[src/rtl/cim_tile_arbiter.sv]
// cim_tile_arbiter: shares one CIM crossbar tile between NUM_REQ layer
// controllers. Round-robin grant, held for the owner's full multi-pass job.
//
// Ports:
//   clk, rst          clock, synchronous active-high reset
//   i_req             per-requester ownership request (level)
//   i_we, i_start     per-requester CIM write enable / start
//   i_addr            packed per-requester addresses, k at [k*AW +: AW]
//   o_gnt             registered one-hot grant
//   o_ready           per-requester view of tile ready (owner only)
//   i_cim_ready       tile idle/finished
//   o_cim_we          muxed write enable to the tile
//   o_cim_start       muxed start to the tile
//   o_cim_addr        muxed address to the tile
//   o_owner           current/last owner index
//   o_busy            arbiter not idle
//   o_pass_count      tile runs completed by the current owner (saturating)

module cim_tile_arbiter #(
   parameter int NUM_REQ    = 4,
   parameter int ADDR_WIDTH = 4,
   parameter int IDX_WIDTH  = (NUM_REQ <= 2) ? 1 : $clog2(NUM_REQ),
   parameter int CNT_WIDTH  = 16
) (
   input  logic                          clk,
   input  logic                          rst,
   input  logic [NUM_REQ-1:0]            i_req,
   input  logic [NUM_REQ-1:0]            i_we,
   input  logic [NUM_REQ-1:0]            i_start,
   input  logic [NUM_REQ*ADDR_WIDTH-1:0] i_addr,
   output logic [NUM_REQ-1:0]            o_gnt,
   output logic [NUM_REQ-1:0]            o_ready,
   input  logic                          i_cim_ready,
   output logic                          o_cim_we,
   output logic                          o_cim_start,
   output logic [ADDR_WIDTH-1:0]         o_cim_addr,
   output logic [IDX_WIDTH-1:0]          o_owner,
   output logic                          o_busy,
   output logic [CNT_WIDTH-1:0]          o_pass_count
);

   typedef enum logic [1:0] {
      s_arb_idle,
      s_arb_grant,
      s_arb_run,
      s_arb_release
   } state_t;

   localparam logic [IDX_WIDTH-1:0] LAST_IDX = IDX_WIDTH'(NUM_REQ - 1);
   localparam logic [IDX_WIDTH-1:0] IDX_ONE  = IDX_WIDTH'(1);
   localparam logic [CNT_WIDTH-1:0] CNT_ONE  = CNT_WIDTH'(1);

   state_t                 state_q, state_d;
   logic [NUM_REQ-1:0]     gnt_q, gnt_d;
   logic [IDX_WIDTH-1:0]   owner_q, owner_d;
   logic [IDX_WIDTH-1:0]   rr_q, rr_d;
   logic [CNT_WIDTH-1:0]   cnt_q, cnt_d;

   logic [ADDR_WIDTH-1:0]  addr_a [NUM_REQ];
   logic [IDX_WIDTH-1:0]   pick;
   logic [IDX_WIDTH-1:0]   scan;
   logic                   found;
   logic [IDX_WIDTH-1:0]   owner_nxt;
   logic                   own_req;
   logic                   own_we;
   logic                   own_start;
   logic [ADDR_WIDTH-1:0]  own_addr;
   logic                   mux_en;

   always_comb begin
      for (int k = 0; k < NUM_REQ; k++) begin
         addr_a[k] = i_addr[k*ADDR_WIDTH +: ADDR_WIDTH];
      end
   end

   // Cyclic scan starting at rr_q; first requester found wins.
   always_comb begin
      found = 1'b0;
      pick  = rr_q;
      scan  = rr_q;
      for (int i = 0; i < NUM_REQ; i++) begin
         if (!found && i_req[scan]) begin
            found = 1'b1;
            pick  = scan;
         end
         scan = (scan == LAST_IDX) ? '0 : scan + IDX_ONE;
      end
   end

   assign owner_nxt = (owner_q == LAST_IDX) ? '0 : owner_q + IDX_ONE;

   assign own_req   = i_req[owner_q];
   assign own_we    = i_we[owner_q];
   assign own_start = i_start[owner_q];
   assign own_addr  = addr_a[owner_q];

   always_comb begin
      state_d = state_q;
      gnt_d   = gnt_q;
      owner_d = owner_q;
      rr_d    = rr_q;
      cnt_d   = cnt_q;
      unique case (state_q)
         s_arb_idle: begin
            if (found && i_cim_ready) begin
               owner_d     = pick;
               gnt_d       = '0;
               gnt_d[pick] = 1'b1;
               cnt_d       = '0;
               state_d     = s_arb_grant;
            end
         end
         s_arb_grant: begin
            // Ready dropping means the tile took the start.
            if (!i_cim_ready) begin
               state_d = s_arb_run;
            end else if (!own_req && !own_start) begin
               state_d = s_arb_release;
            end
         end
         s_arb_run: begin
            // Entered with ready low, so ready high here is its rise.
            if (i_cim_ready) begin
               if (cnt_q != '1) begin
                  cnt_d = cnt_q + CNT_ONE;
               end
               state_d = s_arb_grant;
            end
         end
         s_arb_release: begin
            // Dead cycle between owners; owner index is kept.
            gnt_d   = '0;
            rr_d    = owner_nxt;
            state_d = s_arb_idle;
         end
         default: begin
            state_d = s_arb_idle;
         end
      endcase
   end

   always_ff @(posedge clk) begin
      if (rst) begin
         state_q <= s_arb_idle;
         gnt_q   <= '0;
         owner_q <= '0;
         rr_q    <= '0;
         cnt_q   <= '0;
      end else begin
         state_q <= state_d;
         gnt_q   <= gnt_d;
         owner_q <= owner_d;
         rr_q    <= rr_d;
         cnt_q   <= cnt_d;
      end
   end

   assign mux_en = (state_q == s_arb_grant);

   assign o_cim_we     = mux_en & own_we;
   assign o_cim_start  = mux_en & own_start;
   assign o_cim_addr   = mux_en ? own_addr : '0;
   assign o_gnt        = gnt_q;
   assign o_ready      = gnt_q & {NUM_REQ{i_cim_ready}};
   assign o_owner      = owner_q;
   assign o_busy       = (state_q != s_arb_idle);
   assign o_pass_count = cnt_q;

endmodule
[config.mk]
export PLATFORM = sky130hd
export DESIGN_NAME = cim_tile_arbiter
export DESIGN_NICKNAME = d
export VERILOG_FILES = /design/src/rtl/cim_tile_arbiter.sv
export SDC_FILE = /design/constraint.sdc
export NUM_CORES = 1
export LEC_CHECK = 0
export CAP_MARGIN = 20
export CORE_AREA = 2 2 66 68
export DETAILED_ROUTE_END_ITERATION = 10
export DIE_AREA = 0 0 68 70
export PLACE_DENSITY = 0.81
export SYNTH_ARGS = -nofsm -noshare
export SYNTH_HDL_FRONTEND = slang
export SYNTH_SLANG_ARGS = --single-unit
[constraint.sdc]
create_clock -name clk -period 4.1 [get_ports clk]
set_clock_uncertainty 0.15 [all_clocks]
set_input_delay 0.615 -clock clk [delete_from_list [all_inputs] [get_ports clk]]
set_output_delay 0.615 -clock clk [all_outputs]
set_load 0.02 [all_outputs]
==> metrics <==
signal arrival time at the worst endpoint 3.18 ns; Clock Power Share 33.7%; Clock Root Buffer clkbuf_8; quantity of I/O buffers inserted on ports 63; Via Count 1,953; Detailed Route Iter0 Violations 123; count of distinct cell types in the synthesized netlist 47; HPWL after DPL 3.64 mm; ys async rst share 0%; max-cap viol count 0; sequential area share after synthesis 27.5%; wire length of the first global-routing pass 7.89 mm; worst-case vdd ir drop 0.187 mV; hold_sp o_gnt[0]; number of global-route vias before repair 1,825; Worst R2R Path Depth 7; Tcrit/Tclk final 76.2%; Buf/Inv on CP 0; terminus of the critical flop-to-flop path o_pass_count[11]; share of the synthesized area in the top cell type 27.5%; number of buffers inserted by post-CTS setup repair 0; hold violation total from the final report 0; cell family with most CP delay simple AND/OR/NAND/NOR gates; setup violation total in the final timing report 0; std cell rows 24; H-tree levels 1; number of gates resized after CTS 0; DRC violation count after routing 0; setup TNS after final layout 0 ns; Tot GR Track Use 21.0%; Net Count, Synth 263; count of placed standard cells in the final layout, fillers left out 332; Internal Dissipation 470 µW; top area cells in the synthesized netlist dfxtp_1 27%, mux4_2 8.3%, mux2i_1 4.8%; top-level I/O count 64; vertical die dimension 70 µm; leakage dissipation 0.918 nW; number of placed instances with taps included 328; leading cell type in the layout, fill and taps excluded clkdlybuf4s50_1; slowest stage cell on the critical path or4_4; Initial Util 45.7%; Sw Ratio 26.1%; required time reported for the critical path endpoint 4.15 ns; Crit Path Class flop to flop; maximum fanout along the worst path 17; vias per cell 5.88; Flop pwr share 42.7%; worst min path class flop to flop; RD Place Congestion 0.845; Die Width 68 µm; Period minus WS final 3.12 ns; Floorplan Core Area 4140 µm²; net switching power 166 µW; slack of the worst reg-to-reg path 0.98 ns; buffers from clock root to sink, at most 2; top flip-flop cell by instance count after synthesis dfxtp_1; top library cells by usage in the layout, fill and taps aside 63 x clkdlybuf4s50_1, 26 x dfxtp_1, 23 x nor2_1; final routed wire length divided by cell count 14.9 µm; cell taking the most area after synthesis dfxtp_1; Worst path max stage delay 0.56 ns; setup repair after global routing missed its margin false; Routed Antenna Nets 0; category of the worst setup path launch point flop; number of buffers created by CTS 3; clk_lat worst skew 0.28 ns; initial antenna violation count 0; share of power burned in combinational logic 23.6%; Warnings, synthesis 0; fraction of final layout cells sized beyond drive strength 1 7.14%; max-slew violation total from the final report 0; leftover overflow at the end of global routing 0; hold depth 2; cells after synthesis 229; post-synthesis area per instance 8.28 µm²; Critical Path, Cell by Cell ha_1, nor4b_1, o31a_1, o211a_4, or4_4, or3_1, a21oi_1; source of the worst register-to-register timing path rr_q[1]; Filler Cells Inserted 380; wire length reported by the detailed router 4.93 mm; power density relative to cell area 245 nW/µm²; Critical Path Sink Type flop; total iterations of the first detailed-routing run 4; hold-critical path endpoint o_gnt[0]; area of the die 4760 µm²; relative slew slack 45.7%; FMAX 320 MHz; netlist area before placement 1900 µm²; number of enable-type register cells in the synthesized netlist 0; number of buffers inserted by hold repair at cts 0; total number of clock tree sinks 26; final-stage net count 315; largest net degree at the start of global routing 22; Tightest Pin Transition 0.807 ns; number of diodes added for antenna fixing 0; CTS clock-pin slew for the worst setup and hold paths 0.09 ns; Seq cells post-synth 26; Layout area overhead 37.1%; clock tree from TritonCTS built; outcome completed
[routing by layer]
layer / GRT usage (%) / routed length (µm)
met5: 0 / 0
met4: 6.22 / 59
met3: 3.38 / 391
met2: 36.5 / 2370
met1: 25.9 / 2120
[registers in the layout, summed over array words and instances (netlist names)]
| name | cells |
|---|---|
| o_owner | 2 |
| state_q | 2 |
| o_gnt | 4 |
| o_pass_count | 16 |
| rr_q | 2 |
[kinds of logic (layout without fill, tap and decap cells)]
| logic type | count (synthesis) | count (layout) | share of synthesized area, % |
|---|---|---|---|
| AOI/OAI and AO/OA | 45 | 45 | 16.6 |
| xor gates and xnor gates | 12 | 12 | 5.54 |
| adders and majority gates | 3 | 3 | 1.98 |
| buffers and inverters | 25 | 76 | 5.54 |
| DFF | 26 | 26 | 27.5 |
| muxes | 18 | 18 | 14.3 |
| and+or+nand+nor | 100 | 100 | 28.6 |
[per-stage QoR]
stage	worst slack, ns	util, %	power (mW)	instance area [µm²]	hold slack, ns
floorplan	1.40	-	0.363	1900	0.361
global placement	0.833	61.0	0.424	2530	0.324
detailed placement	0.791	61.0	0.427	2530	0.331
CTS	0.977	62.7	0.639	2600	0.343
global route	0.847	62.7	0.665	2600	0.376
finish	0.977	62.7	0.637	2600	0.344
[cell type report]
class / instances / area [µm²] / share of cell area [%]
clock inverters: 1 / 30.0 / 1.16
multi-input cells: 178 / 1270 / 48.9
flip-flops and latches: 26 / 520 / 20.0
clock buffers: 3 / 41.3 / 1.59
repair buffers: 65 / 646 / 24.8
inverters: 7 / 26.3 / 1.01
well taps: 52 / 65.1 / 2.50
[power by group through the flow]
stage,Combinational [mW],Sequential (mW),Clock (mW)
final,0.151,0.272,0.215
after global routing,0.162,0.274,0.229
after CTS,0.151,0.272,0.216
after detailed placement,0.150,0.278,0
after global placement,0.146,0.278,0
after floorplan,0.0891,0.273,0
[tightest hold or removal path: stages (launching register included)]
cell,delay [ns]
dfxtp_1,0.33
nand2_1,0.05
o32ai_1,0.07
[Yosys cell counts, types with 2 or more instances]
cell,number
or3_1,3
nand3_1,10
buf_2,3
o21ai_0,9
xnor2_1,6
mux2i_1,9
mux2_2,2
o31ai_1,3
clkbuf_1,13
a21oi_1,11
nand2_1,12
nor3_1,7
nand4_1,6
a22o_1,2
mux4_2,7
nor4_1,5
o31a_1,2
a31oi_1,3
nand2b_1,2
nor2_1,23
nor3b_1,2
ha_1,3
inv_1,7
o32ai_1,2
nand4b_1,2
and2_1,5
nor2b_1,2
a31o_2,2
xor2_1,6
dfxtp_1,26
o211a_1,2
nor4b_1,4
and3_1,14
[how the worst max path moves through the flow]
stage               startpoint               end  cells past startpoint
global placement      i_req[0]   o_pass_count[7]                      7
finish                 rr_q[1]  o_pass_count[11]                      7
global route           rr_q[1]   o_pass_count[7]                      7
detailed placement    i_req[0]  o_pass_count[11]                      7
CTS                    rr_q[1]  o_pass_count[11]                      7
floorplan              rr_q[0]  o_pass_count[11]                      8
(Power assumes the default switching activity.)
